File: src/rtl/addsub_serial_unit.sv
// Slice-serial add/subtract unit: CHUNK bits per cycle with a start/busy/done handshake.
// It produces the result plus the Z/N/C/V and signed/unsigned less-than flags for branches and SLT.
module addsub_serial_unit #(
  parameter int WIDTH = 32,
  parameter int CHUNK = 8
) (
  input  logic             clk,
  input  logic             rst,
  input  logic             start,
  input  logic [WIDTH-1:0] a,
  input  logic [WIDTH-1:0] b,
  input  logic             sub,
  output logic             busy,
  output logic             done,
  output logic [WIDTH-1:0] result,
  output logic             flag_z,
  output logic             flag_n,
  output logic             flag_c,
  output logic             flag_v,
  output logic             flag_lt,
  output logic             flag_ltu
);

  localparam int N  = WIDTH / CHUNK;
  localparam int CW = (N > 1) ? $clog2(N) : 1;

  if ((WIDTH % CHUNK) != 0) begin : g_bad_chunk
    $error("addsub_serial_unit: WIDTH must be a multiple of CHUNK");
  end

  typedef enum logic [1:0] {IDLE, BUSY, DONE} state_t;

  state_t           state_q;
  logic [CW-1:0]    cnt_q;
  logic [WIDTH-1:0] a_q;
  logic [WIDTH-1:0] b_q;
  logic [WIDTH-1:0] acc_q;
  logic             carry_q;
  logic             sub_q;
  logic             busy_q;
  logic             done_q;
  logic [WIDTH-1:0] result_q;
  logic             z_q, n_q, c_q, v_q, lt_q, ltu_q;

  logic [CHUNK:0]   slice_sum;
  logic [WIDTH-1:0] res_d;
  logic             last_slice;
  logic             v_d;
  logic             n_d;
  int               base;

  // One slice of the ripple sum, merged into the partial result so the final edge sees the full word.
  always_comb begin
    base       = int'(cnt_q) * CHUNK;
    slice_sum  = {1'b0, a_q[base +: CHUNK]} + {1'b0, b_q[base +: CHUNK]}
               + {{CHUNK{1'b0}}, carry_q};
    res_d      = acc_q;
    res_d[base +: CHUNK] = slice_sum[CHUNK-1:0];
    last_slice = (cnt_q == CW'(N - 1));
    n_d        = res_d[WIDTH-1];
    v_d        = (a_q[WIDTH-1] == b_q[WIDTH-1]) && (n_d != a_q[WIDTH-1]);
  end

  // b_q holds the inverted operand for subtraction, so the carry-in of 1 completes the two's complement.
  always_ff @(posedge clk) begin
    if (rst) begin
      state_q  <= IDLE;
      cnt_q    <= '0;
      a_q      <= '0;
      b_q      <= '0;
      acc_q    <= '0;
      carry_q  <= 1'b0;
      sub_q    <= 1'b0;
      busy_q   <= 1'b0;
      done_q   <= 1'b0;
      result_q <= '0;
      z_q      <= 1'b0;
      n_q      <= 1'b0;
      c_q      <= 1'b0;
      v_q      <= 1'b0;
      lt_q     <= 1'b0;
      ltu_q    <= 1'b0;
    end else begin
      done_q <= 1'b0;
      case (state_q)
        IDLE, DONE: begin
          if (start) begin
            a_q     <= a;
            b_q     <= sub ? ~b : b;
            carry_q <= sub;
            sub_q   <= sub;
            acc_q   <= '0;
            cnt_q   <= '0;
            busy_q  <= 1'b1;
            state_q <= BUSY;
          end else begin
            state_q <= IDLE;
          end
        end
        BUSY: begin
          acc_q   <= res_d;
          carry_q <= slice_sum[CHUNK];
          cnt_q   <= cnt_q + CW'(1);
          if (last_slice) begin
            result_q <= res_d;
            z_q      <= (res_d == '0);
            n_q      <= n_d;
            c_q      <= slice_sum[CHUNK];
            v_q      <= v_d;
            lt_q     <= sub_q & (n_d ^ v_d);
            ltu_q    <= sub_q & ~slice_sum[CHUNK];
            busy_q   <= 1'b0;
            done_q   <= 1'b1;
            state_q  <= DONE;
          end
        end
        default: begin
          busy_q  <= 1'b0;
          state_q <= IDLE;
        end
      endcase
    end
  end

  assign busy     = busy_q;
  assign done     = done_q;
  assign result   = result_q;
  assign flag_z   = z_q;
  assign flag_n   = n_q;
  assign flag_c   = c_q;
  assign flag_v   = v_q;
  assign flag_lt  = lt_q;
  assign flag_ltu = ltu_q;

endmodule

File: config.mk
export PLATFORM = sky130hd
export DESIGN_NAME = addsub_serial_unit
export DESIGN_NICKNAME = d
export VERILOG_FILES = /design/src/rtl/addsub_serial_unit.sv
export SDC_FILE = /design/constraint.sdc
export NUM_CORES = 1
export LEC_CHECK = 0
export CORE_MARGIN = 10
export CORE_UTILIZATION = 40
export CTS_BUF_LIST = sky130_fd_sc_hd__clkbuf_16
export DETAILED_ROUTE_END_ITERATION = 8
export PLACE_DENSITY = 0.74
export SLEW_MARGIN = 10
export SYNTH_ARGS = -nofsm -noshare
export SYNTH_HDL_FRONTEND = slang
export SYNTH_SLANG_ARGS = --single-unit
export TNS_END_PERCENT = 20
File: constraint.sdc
create_clock -name clk -period 5.12 [get_ports clk]
set_input_delay 1.28 -clock clk [delete_from_list [all_inputs] [get_ports clk]]
set_output_delay 1.28 -clock clk [all_outputs]
set_load 0.005 [all_outputs]
==> PnR_summary.wiki, run 1 <==
{| class="wikitable"
! Metric !! Value
|-
| CTS Sinks || between 100 and 150
|-
| Placement Rows || 46
|-
| Total number of H-tree levels || 4
|-
| Fraction of synthesis flops using an asynchronous set or reset pin || 0%
|-
| Tmin final || between 4 and 5 ns
|-
| Total half-perimeter wirelength after legalization and detailed placement || between 10000 and 15000 um
|-
| PD cells || about 340 nW/um^2
|-
| CTS clock-pin slew for the worst setup and hold paths || about 0.060 ns
|-
| Worst-skew pair later-pin latency || between 0.4 and 0.5 ns
|-
| Synthesis Warnings || 0
|-
| Wire length per cell || 16.51 um
|-
| Maximum buffer depth of the clock tree || 2
|-
| Core box area || 15890 um^2
|-
| Post-detailed-route count of antenna-violating nets || 0
|-
| Net count of the mapped netlist || between 800 and 900
|-
| Final routed DRC violation total || 0
|-
| Global-route wire length before repair || ~28000 um
|-
| Peak supply drop || 0.2682 mV
|-
| Gate Count Post-Synth || about 750
|-
| Port buffer count || about 110
|-
| Nets || just over 900
|-
| Overall power || approximately 2.8 mW
|-
| Fraction of final layout cells with drive strength greater than 1 || approximately 7.6%
|-
| Number of clock buffers inserted by TritonCTS || 17
|-
| Die height || 147.2 um
|-
| Data required time of the worst path || around 5.5 ns
|-
| Element type at the critical path end || flop
|-
| Layout Area Growth over Synthesis || 27.42%
|-
| Seq/Total Area, Yosys || 43.59%
|-
| Gp weighted congestion || about 0.9
|-
| Antenna Diode Count || 0
|-
| Post-cts repair resize count || 0
|-
| Via density per instance || ~5.3
|-
| Via count of the first global-routing pass || 5386
|-
| Main synth FF type || sky130_fd_sc_hd__dfxtp_1
|-
| Average cell area after synthesis || ~8.6 um^2
|-
| Worst endpoint data arrival time || 4.40 ns
|-
| P_leak || 2.893 nW
|-
| Crit path max fanout || 19
|-
| Final setup violation count || 0
|-
| Core utilization of the finished layout || between 50% and 60%
|-
| Chip width || around 150 um
|-
| Actual slew at the worst max-slew pin || between 1 and 1.5 ns
|-
| Setup Buffers After CTS || 0
|-
| All-layer global routing usage || between 10% and 20%
|-
| Final period util || around four fifths
|-
| Final max-slew violation count || 0
|-
| Leading post-synthesis cells by cell area || sky130_fd_sc_hd__dfxtp_1 44%, sky130_fd_sc_hd__nor2_1 7.8%, sky130_fd_sc_hd__mux4_2 5.6%
|-
| Final instance area || 8250 um^2
|-
| Total overflow reported by the global router || 0
|-
| Worst relative slew slack || roughly a fifth
|-
| Synthesized area || approximately 6500 um^2
|-
| TritonCTS clock tree || built
|-
| Antenna violations before repair || 0
|-
| Number of distinct library cell variants in the gate-level netlist after synthesis || 51
|-
| Start-to-end type of the worst setup path || reg -> reg
|-
| Number of iterations in the first detailed-routing pass || 5
|-
| CTS Root Buffer Type || sky130_fd_sc_hd__clkbuf_16
|-
| Max-cap violations || 0
|-
| Cell accounting for the most synthesized area || sky130_fd_sc_hd__dfxtp_1
|-
| Wire length after detailed routing || 17390 um
|-
| RSZ-0062 raised after global routing || no
|-
| Effective utilization at floorplan || roughly two fifths
|-
| Crit start category || flop
|-
| DR vias || around 5.5k
|-
| Hold-fix buffer count after cts || 0
|-
| Hold violation total from the final report || 0
|-
| Class of the most critical hold timing path || reg -> reg
|-
| Worst hold margin || approximately 0.45 ns
|-
| Maximum clock skew at final layout || 0.006673 ns
|-
| Total placed instance area || around 7600 um^2
|-
| Number of violations reported at the end of detailed-routing iteration 0 || around 410
|-
| Pin count of the biggest net entering global routing || 74
|-
| Post-synth EDFFs || 0
|-
| Maximum operating frequency || between 200 and 250 MHz
|-
| Die Area || ~22000 um^2
|-
| Number of storage elements in the synthesis netlist || 141
|-
| Setup Total Neg Slack || 0 ns
|-
| Top-level port count || around 110
|-
| Outcome || completed
|-
| Fraction of synthesized cell area taken by the top area cell type || 43.59%
|}
-- power breakdown --
group          leakage, nW  total [mW]  switching [mW]  internal, mW
clock network        0.291        1.27           0.466         0.803
registers             1.15        1.17          0.0304          1.14
logic                 1.45       0.387           0.216         0.171
-- through the flow --
| step | setup slack (ns) | cells |
|---|---|---|
| after floorplan | 1.061 | 751 |
| after global placement | 1.182 | 1022 |
| after detailed placement | 1.095 | 1022 |
| after CTS | 1.052 | 1053 |
| after global routing | 0.7408 | 1053 |
| final | 1.068 | 1053 |
-- cell type report --
| type | count | area (um^2) |
|---|---|---|
| fillers | 1508 | 7635 |
| multi-input cells | 533 | 3358 |
| flip-flops and latches | 141 | 2823 |
| repair buffers | 114 | 1129 |
| clock buffers | 17 | 425.4 |
| well taps | 216 | 270.3 |
| clock inverters | 14 | 177.7 |
| inverters | 18 | 67.56 |
-- registers in the layout (all words and copies together), names as in the netlist --
register and cells:
sub_q 1, acc_q 32, flag_v 1, result 32, flag_lt 1, state_q 2
a_q 32, carry_q 1, busy 1, done 1, flag_z 1, b_q 32
cnt_q 2, flag_ltu 1, flag_c 1
-- routing by layer --
| metal | part of all wire (%) | wire length, um | track usage, % | vias up |
|---|---|---|---|---|
| li1 | - | - | - | 2773 |
| met1 | 45 | 7772 | 19.83 | 2584 |
| met2 | 48 | 8312 | 25.61 | 165 |
| met3 | 5.8 | 1008 | 4.545 | 19 |
| met4 | 1.7 | 293 | 6.095 | 0 |
| met5 | 0 | 0 | 0 | - |
-- worst max-delay path, cell delays in order (launching register included) --
cell	delay (ns)
sky130_fd_sc_hd__dfxtp_1	0.86
sky130_fd_sc_hd__buf_4	0.35
sky130_fd_sc_hd__mux4_2	0.35
sky130_fd_sc_hd__fa_1	0.40
sky130_fd_sc_hd__inv_1	0.08
sky130_fd_sc_hd__fa_1	0.23
sky130_fd_sc_hd__xor2_2	0.26
sky130_fd_sc_hd__a2bb2oi_2	0.22
sky130_fd_sc_hd__nand3_1	0.08
sky130_fd_sc_hd__or4_1	0.42
sky130_fd_sc_hd__or4_1	0.53
sky130_fd_sc_hd__o31ai_2	0.18
-- synth_stat cells, types with 3 or more instances --
master	instances
sky130_fd_sc_hd__mux4_2	16
sky130_fd_sc_hd__buf_1	5
sky130_fd_sc_hd__buf_2	3
sky130_fd_sc_hd__nor2_1	134
sky130_fd_sc_hd__o2bb2ai_1	14
sky130_fd_sc_hd__o211ai_1	3
sky130_fd_sc_hd__a22oi_1	24
sky130_fd_sc_hd__dfxtp_1	141
sky130_fd_sc_hd__nand2_1	87
sky130_fd_sc_hd__a211oi_1	40
sky130_fd_sc_hd__or4_1	3
sky130_fd_sc_hd__nor4_1	3
sky130_fd_sc_hd__clkbuf_1	48
sky130_fd_sc_hd__xnor2_1	35
sky130_fd_sc_hd__inv_1	18
sky130_fd_sc_hd__ha_1	13
sky130_fd_sc_hd__buf_4	3
sky130_fd_sc_hd__nand2b_1	4
sky130_fd_sc_hd__a31oi_1	4
sky130_fd_sc_hd__o32ai_1	5
sky130_fd_sc_hd__o21ai_0	11
sky130_fd_sc_hd__nor2b_1	9
sky130_fd_sc_hd__a21oi_1	63
sky130_fd_sc_hd__o31a_1	3
sky130_fd_sc_hd__nor3_1	27
-- path summary, 6_finish.rpt --
kind | cells after the start | slack (ns) | from | end
min | 2 | 0.45 | a_q[18]$_SDFFE_PP0P_ | a_q[18]$_SDFFE_PP0P_
max reg2reg | 11 | 1.07 | cnt_q[0]$_SDFFE_PP0P_ | flag_z$_SDFFE_PP0P_
min reg2reg | 2 | 0.45 | a_q[18]$_SDFFE_PP0P_ | a_q[18]$_SDFFE_PP0P_
max | 11 | 1.07 | cnt_q[0]$_SDFFE_PP0P_ | flag_z$_SDFFE_PP0P_
-- logic make-up after synthesis --
family / Yosys count / share of synthesized area [%]
buf+inv: 77 / 4.695
compound gates: 180 / 18.92
mux: 16 / 5.565
xor+xnor: 36 / 4.986
fa+ha+maj: 15 / 3.131
simple gates: 286 / 19.11
flops: 141 / 43.59
-- cell usage in the layout (no fill, tap or decap), types with 3 or more instances in the layout --
| cell | n |
|---|---|
| sky130_fd_sc_hd__o21ai_0 | 11 |
| sky130_fd_sc_hd__a31oi_1 | 4 |
| sky130_fd_sc_hd__o211ai_1 | 3 |
| sky130_fd_sc_hd__o32ai_1 | 5 |
| sky130_fd_sc_hd__o31a_1 | 3 |
| sky130_fd_sc_hd__nand2_1 | 87 |
| sky130_fd_sc_hd__buf_4 | 7 |
| sky130_fd_sc_hd__a21oi_1 | 63 |
| sky130_fd_sc_hd__or4_1 | 3 |
| sky130_fd_sc_hd__xnor2_1 | 35 |
| sky130_fd_sc_hd__nor3_1 | 27 |
| sky130_fd_sc_hd__inv_1 | 19 |
| sky130_fd_sc_hd__nor4_1 | 3 |
| sky130_fd_sc_hd__o2bb2ai_1 | 14 |
| sky130_fd_sc_hd__a22oi_1 | 24 |
| sky130_fd_sc_hd__nor2_1 | 133 |
| sky130_fd_sc_hd__clkdlybuf4s50_1 | 105 |
| sky130_fd_sc_hd__nand2b_1 | 4 |
| sky130_fd_sc_hd__clkbuf_16 | 17 |
| sky130_fd_sc_hd__bufinv_16 | 4 |
| sky130_fd_sc_hd__clkinvlp_4 | 3 |
| sky130_fd_sc_hd__clkinv_2 | 3 |
| sky130_fd_sc_hd__nor2b_1 | 8 |
| sky130_fd_sc_hd__dfxtp_1 | 141 |
| sky130_fd_sc_hd__ha_1 | 13 |
| sky130_fd_sc_hd__a211oi_1 | 40 |
| sky130_fd_sc_hd__mux4_2 | 16 |
Note: power is estimated with default switching activity, not from simulation.
==> run 2: changes to the inputs <==
--- a/config.mk
+++ b/config.mk
@@ -9,7 +9,7 @@
 export CORE_UTILIZATION = 40
 export CTS_BUF_LIST = sky130_fd_sc_hd__clkbuf_16
 export DETAILED_ROUTE_END_ITERATION = 8
-export PLACE_DENSITY = 0.74
+export PLACE_DENSITY = 0.76
 export SLEW_MARGIN = 10
 export SYNTH_ARGS = -nofsm -noshare
 export SYNTH_HDL_FRONTEND = slang
==> constraint.sdc (replaced) <==
create_clock -name clk -period 3.6 [get_ports clk]
set_input_delay 0.9 -clock clk [delete_from_list [all_inputs] [get_ports clk]]
set_output_delay 0.9 -clock clk [all_outputs]
set_load 0.005 [all_outputs]
==> run 2 against run 1 <==
Wire length grew 2.0%. Die area is the same. Non-clock buffer count grew 13. Count of clock-buffer cells in the layout is the same. Worst setup slack lost 0.91 ns. Clock power grew 44%. Design area grew 1.6%. Utilization grew 0.83 points. Register-to-register slack lost 0.91 ns. Cell count grew 1.3%. Combinational power grew 54%.
==> PnR_summary.wiki, run 2 (synthesis gave the netlist of run 1 again) <==
{| class="wikitable"
! Metric !! Value
|-
| Total half-perimeter wirelength after legalization and detailed placement || 12670 um
|-
| Antenna Diode Count || 0
|-
| Pin count of the biggest net entering global routing || 100
|-
| Worst hold margin || 0.4541 ns
|-
| Max-cap violations || 0
|-
| Power Internal || roughly 3.1 mW
|-
| Crit-path cells || buf_4, mux4_2, fa_1, inv_1, fa_1, xor2_2, a2bb2oi_2, nand3_1, or4_1, or4_1, o31ai_2
|-
| Element type at the critical path end || flop
|-
| Family with the most delay on the worst path || simple AND/OR/NAND/NOR gates
|-
| Worst relative slew slack || a little over two fifths
|-
| Sw frac || between 20% and 30%
|-
| Fillers || roughly 1.5k
|-
| PD cells || just under 500 nW/um^2
|-
| Max stage delay on crit path || 0.53 ns
|-
| Peak supply drop || around 0.35 mV
|-
| Placed cell count || ~1.0k
|-
| Setup Total Neg Slack || 0 ns
|-
| DR vias || between 5k and 6k
|-
| Tmin final || 3.443 ns
|-
| Fraction of final layout cells with drive strength greater than 1 || roughly a tenth
|-
| Commonest non-fill, non-tap cell in the layout || sky130_fd_sc_hd__dfxtp_1
|-
| Antenna violations before repair || 0
|-
| Clock power frac || ~45%
|-
| Gp weighted congestion || 0.8985
|-
| Most used cells in the layout excluding fill and tap cells || 141 x sky130_fd_sc_hd__dfxtp_1, 133 x sky130_fd_sc_hd__nor2_1, 105 x sky130_fd_sc_hd__clkdlybuf4s50_1
|-
| TritonCTS clock tree || built
|-
| Crit start category || flop
|-
| Core box area || 15890 um^2
|-
| Total buffers and inverters traversed by the critical path || 2
|-
| Final setup violation count || 0
|-
| Actual slew at the worst max-slew pin || 0.8715 ns
|-
| Placement Rows || 46
|-
| Standard cell with the maximum stage delay on the critical path || sky130_fd_sc_hd__or4_1
|-
| Start-to-end type of the worst setup path || reg -> reg
|-
| Chip width || about 150 um
|-
| Die Area || 21680 um^2
|-
| Via density per instance || 5.338
|-
| Post-detailed-route count of antenna-violating nets || 0
|-
| Nets || 921
|-
| P_leak || around 3.0 nW
|-
| Data required time of the worst path || 3.95 ns
|-
| Wire length after detailed routing || approximately 18000 um
|-
| Die height || ~150 um
|-
| Total number of H-tree levels || 4
|-
| Total overflow reported by the global router || 0
|-
| Maximum clock skew at final layout || 0.005799 ns
|-
| Proportion of power drawn by flip-flops and latches || 40.8%
|-
| Portion of total power attributed to combinational logic || between 10 and 15%
|-
| Layout Area Growth over Synthesis || 29.47%
|-
| Maximum operating frequency || ~290 MHz
|-
| Final routed DRC violation total || 0
|-
| CTS Root Buffer Type || sky130_fd_sc_hd__clkbuf_16
|-
| Class of the most critical hold timing path || reg -> reg
|-
| Port buffer count || around 110
|-
| Minimum setup slack among reg-to-reg paths || 0.16 ns
|-
| Wire length per cell || 16.63 um
|-
| Worst-skew pair later-pin latency || 0.43 ns
|-
| Number of violations reported at the end of detailed-routing iteration 0 || 540
|-
| Global-route wire length before repair || around 30000 um
|-
| Maximum buffer depth of the clock tree || 2
|-
| Worst endpoint data arrival time || approximately 3.8 ns
|-
| Top-level port count || 108
|-
| Effective utilization at floorplan || between 40% and 50%
|-
| Crit path max fanout || 11
|-
| Number of iterations in the first detailed-routing pass || 5
|-
| Psw || between 1 and 1.5 mW
|-
| Via count of the first global-routing pass || around 5.6k
|-
| Final std cells w/o fill || 1067
|-
| Multi-input gate area || approximately 3400 um^2
|-
| CTS clock-pin slew for the worst setup and hold paths || around 0.06 ns
|-
| CTS Sinks || 141
|-
| Number of clock buffers inserted by TritonCTS || 17
|-
| Final period util || a little over nine tenths
|-
| All-layer global routing usage || between 15 and 20%
|-
| Register cell area after layout || 2823 um^2
|-
| RSZ-0062 raised after global routing || no
|-
| Hold violation total from the final report || 0
|-
| Hold-fix buffer count after cts || 0
|-
| Outcome || completed
|-
| Final max-slew violation count || 0
|-
| Core utilization of the finished layout || roughly 53%
|}
-- run 2: cell count changes in the layout (fill, tap and decap cells not counted), sizes merged --
cell    previous run  this run
buf                9        22
inv               19        21
clkinv             6         5
-- run 2: metrics by stage --
step / worst slack (ns) / instance area (um^2) / power (mW)
final: 0.1574 / 8383 / 4.091
after global routing: 0.02377 / 8383 / 4.249
after CTS: 0.1544 / 8372 / 4.107
after detailed placement: 0.1677 / 7750 / 2.283
after global placement: 0.2649 / 7750 / 2.272
after floorplan: 0.02875 / 6482 / 2.061
-- run 2: power by group through the flow --
| stage | sequential, mW | combinational (mW) | clock [mW] |
|---|---|---|---|
| after floorplan | 1.68 | 0.377 | 0 |
| after global placement | 1.70 | 0.573 | 0 |
| after detailed placement | 1.70 | 0.582 | 0 |
| after CTS | 1.67 | 0.585 | 1.86 |
| after global routing | 1.67 | 0.647 | 1.93 |
| final | 1.67 | 0.595 | 1.83 |
-- run 2: cell type report --
type | count | area share [%]
Tap cell | 216 | 3.224
Sequential cell | 141 | 33.67
Timing Repair Buffer | 127 | 14.82
Inverter | 18 | 0.8060
Clock inverter | 15 | 2.343
Multi-Input combinational cell | 533 | 40.06
Clock buffer | 17 | 5.075
-- run 2: layer usage --
metal | vias up | global-route usage (%) | routed length, um
met5 | - | 0 | 0
met1 | 2687 | 20.78 | 7898
li1 | 2800 | - | -
met2 | 173 | 25.83 | 8306
met3 | 36 | 4.914 | 1050
met4 | 0 | 7.384 | 487
-- run 2: worst paths after layout --
check                               start  depth (start not counted)                       to
setup / recovery    cnt_q[0]$_SDFFE_PP0P_                         11      flag_z$_SDFFE_PP0P_
hold / removal    result[14]$_SDFFE_PP0P_                          2  result[14]$_SDFFE_PP0P_
setup reg to reg    cnt_q[0]$_SDFFE_PP0P_                         11      flag_z$_SDFFE_PP0P_
hold reg to reg   result[14]$_SDFFE_PP0P_                          2  result[14]$_SDFFE_PP0P_
-- run 2: worst reg2reg max path: cells and delay by family (launching register included) --
kind / cells / cell delay, ns
flip-flops: 1 / 0.36
adder cells (fa/ha/maj): 2 / 0.65
multiplexers: 1 / 0.34
buffers and inverters: 2 / 0.32
XOR/XNOR: 1 / 0.27
AND/OR/NAND/NOR: 3 / 1.04
AO/OA/AOI/OAI: 2 / 0.38
-- run 2: repair_timing --
action                     4_1_cts  5_1_grt
setup endpoints to repair        0        1
gates resized for setup          0        1
setup buffers                    0        1
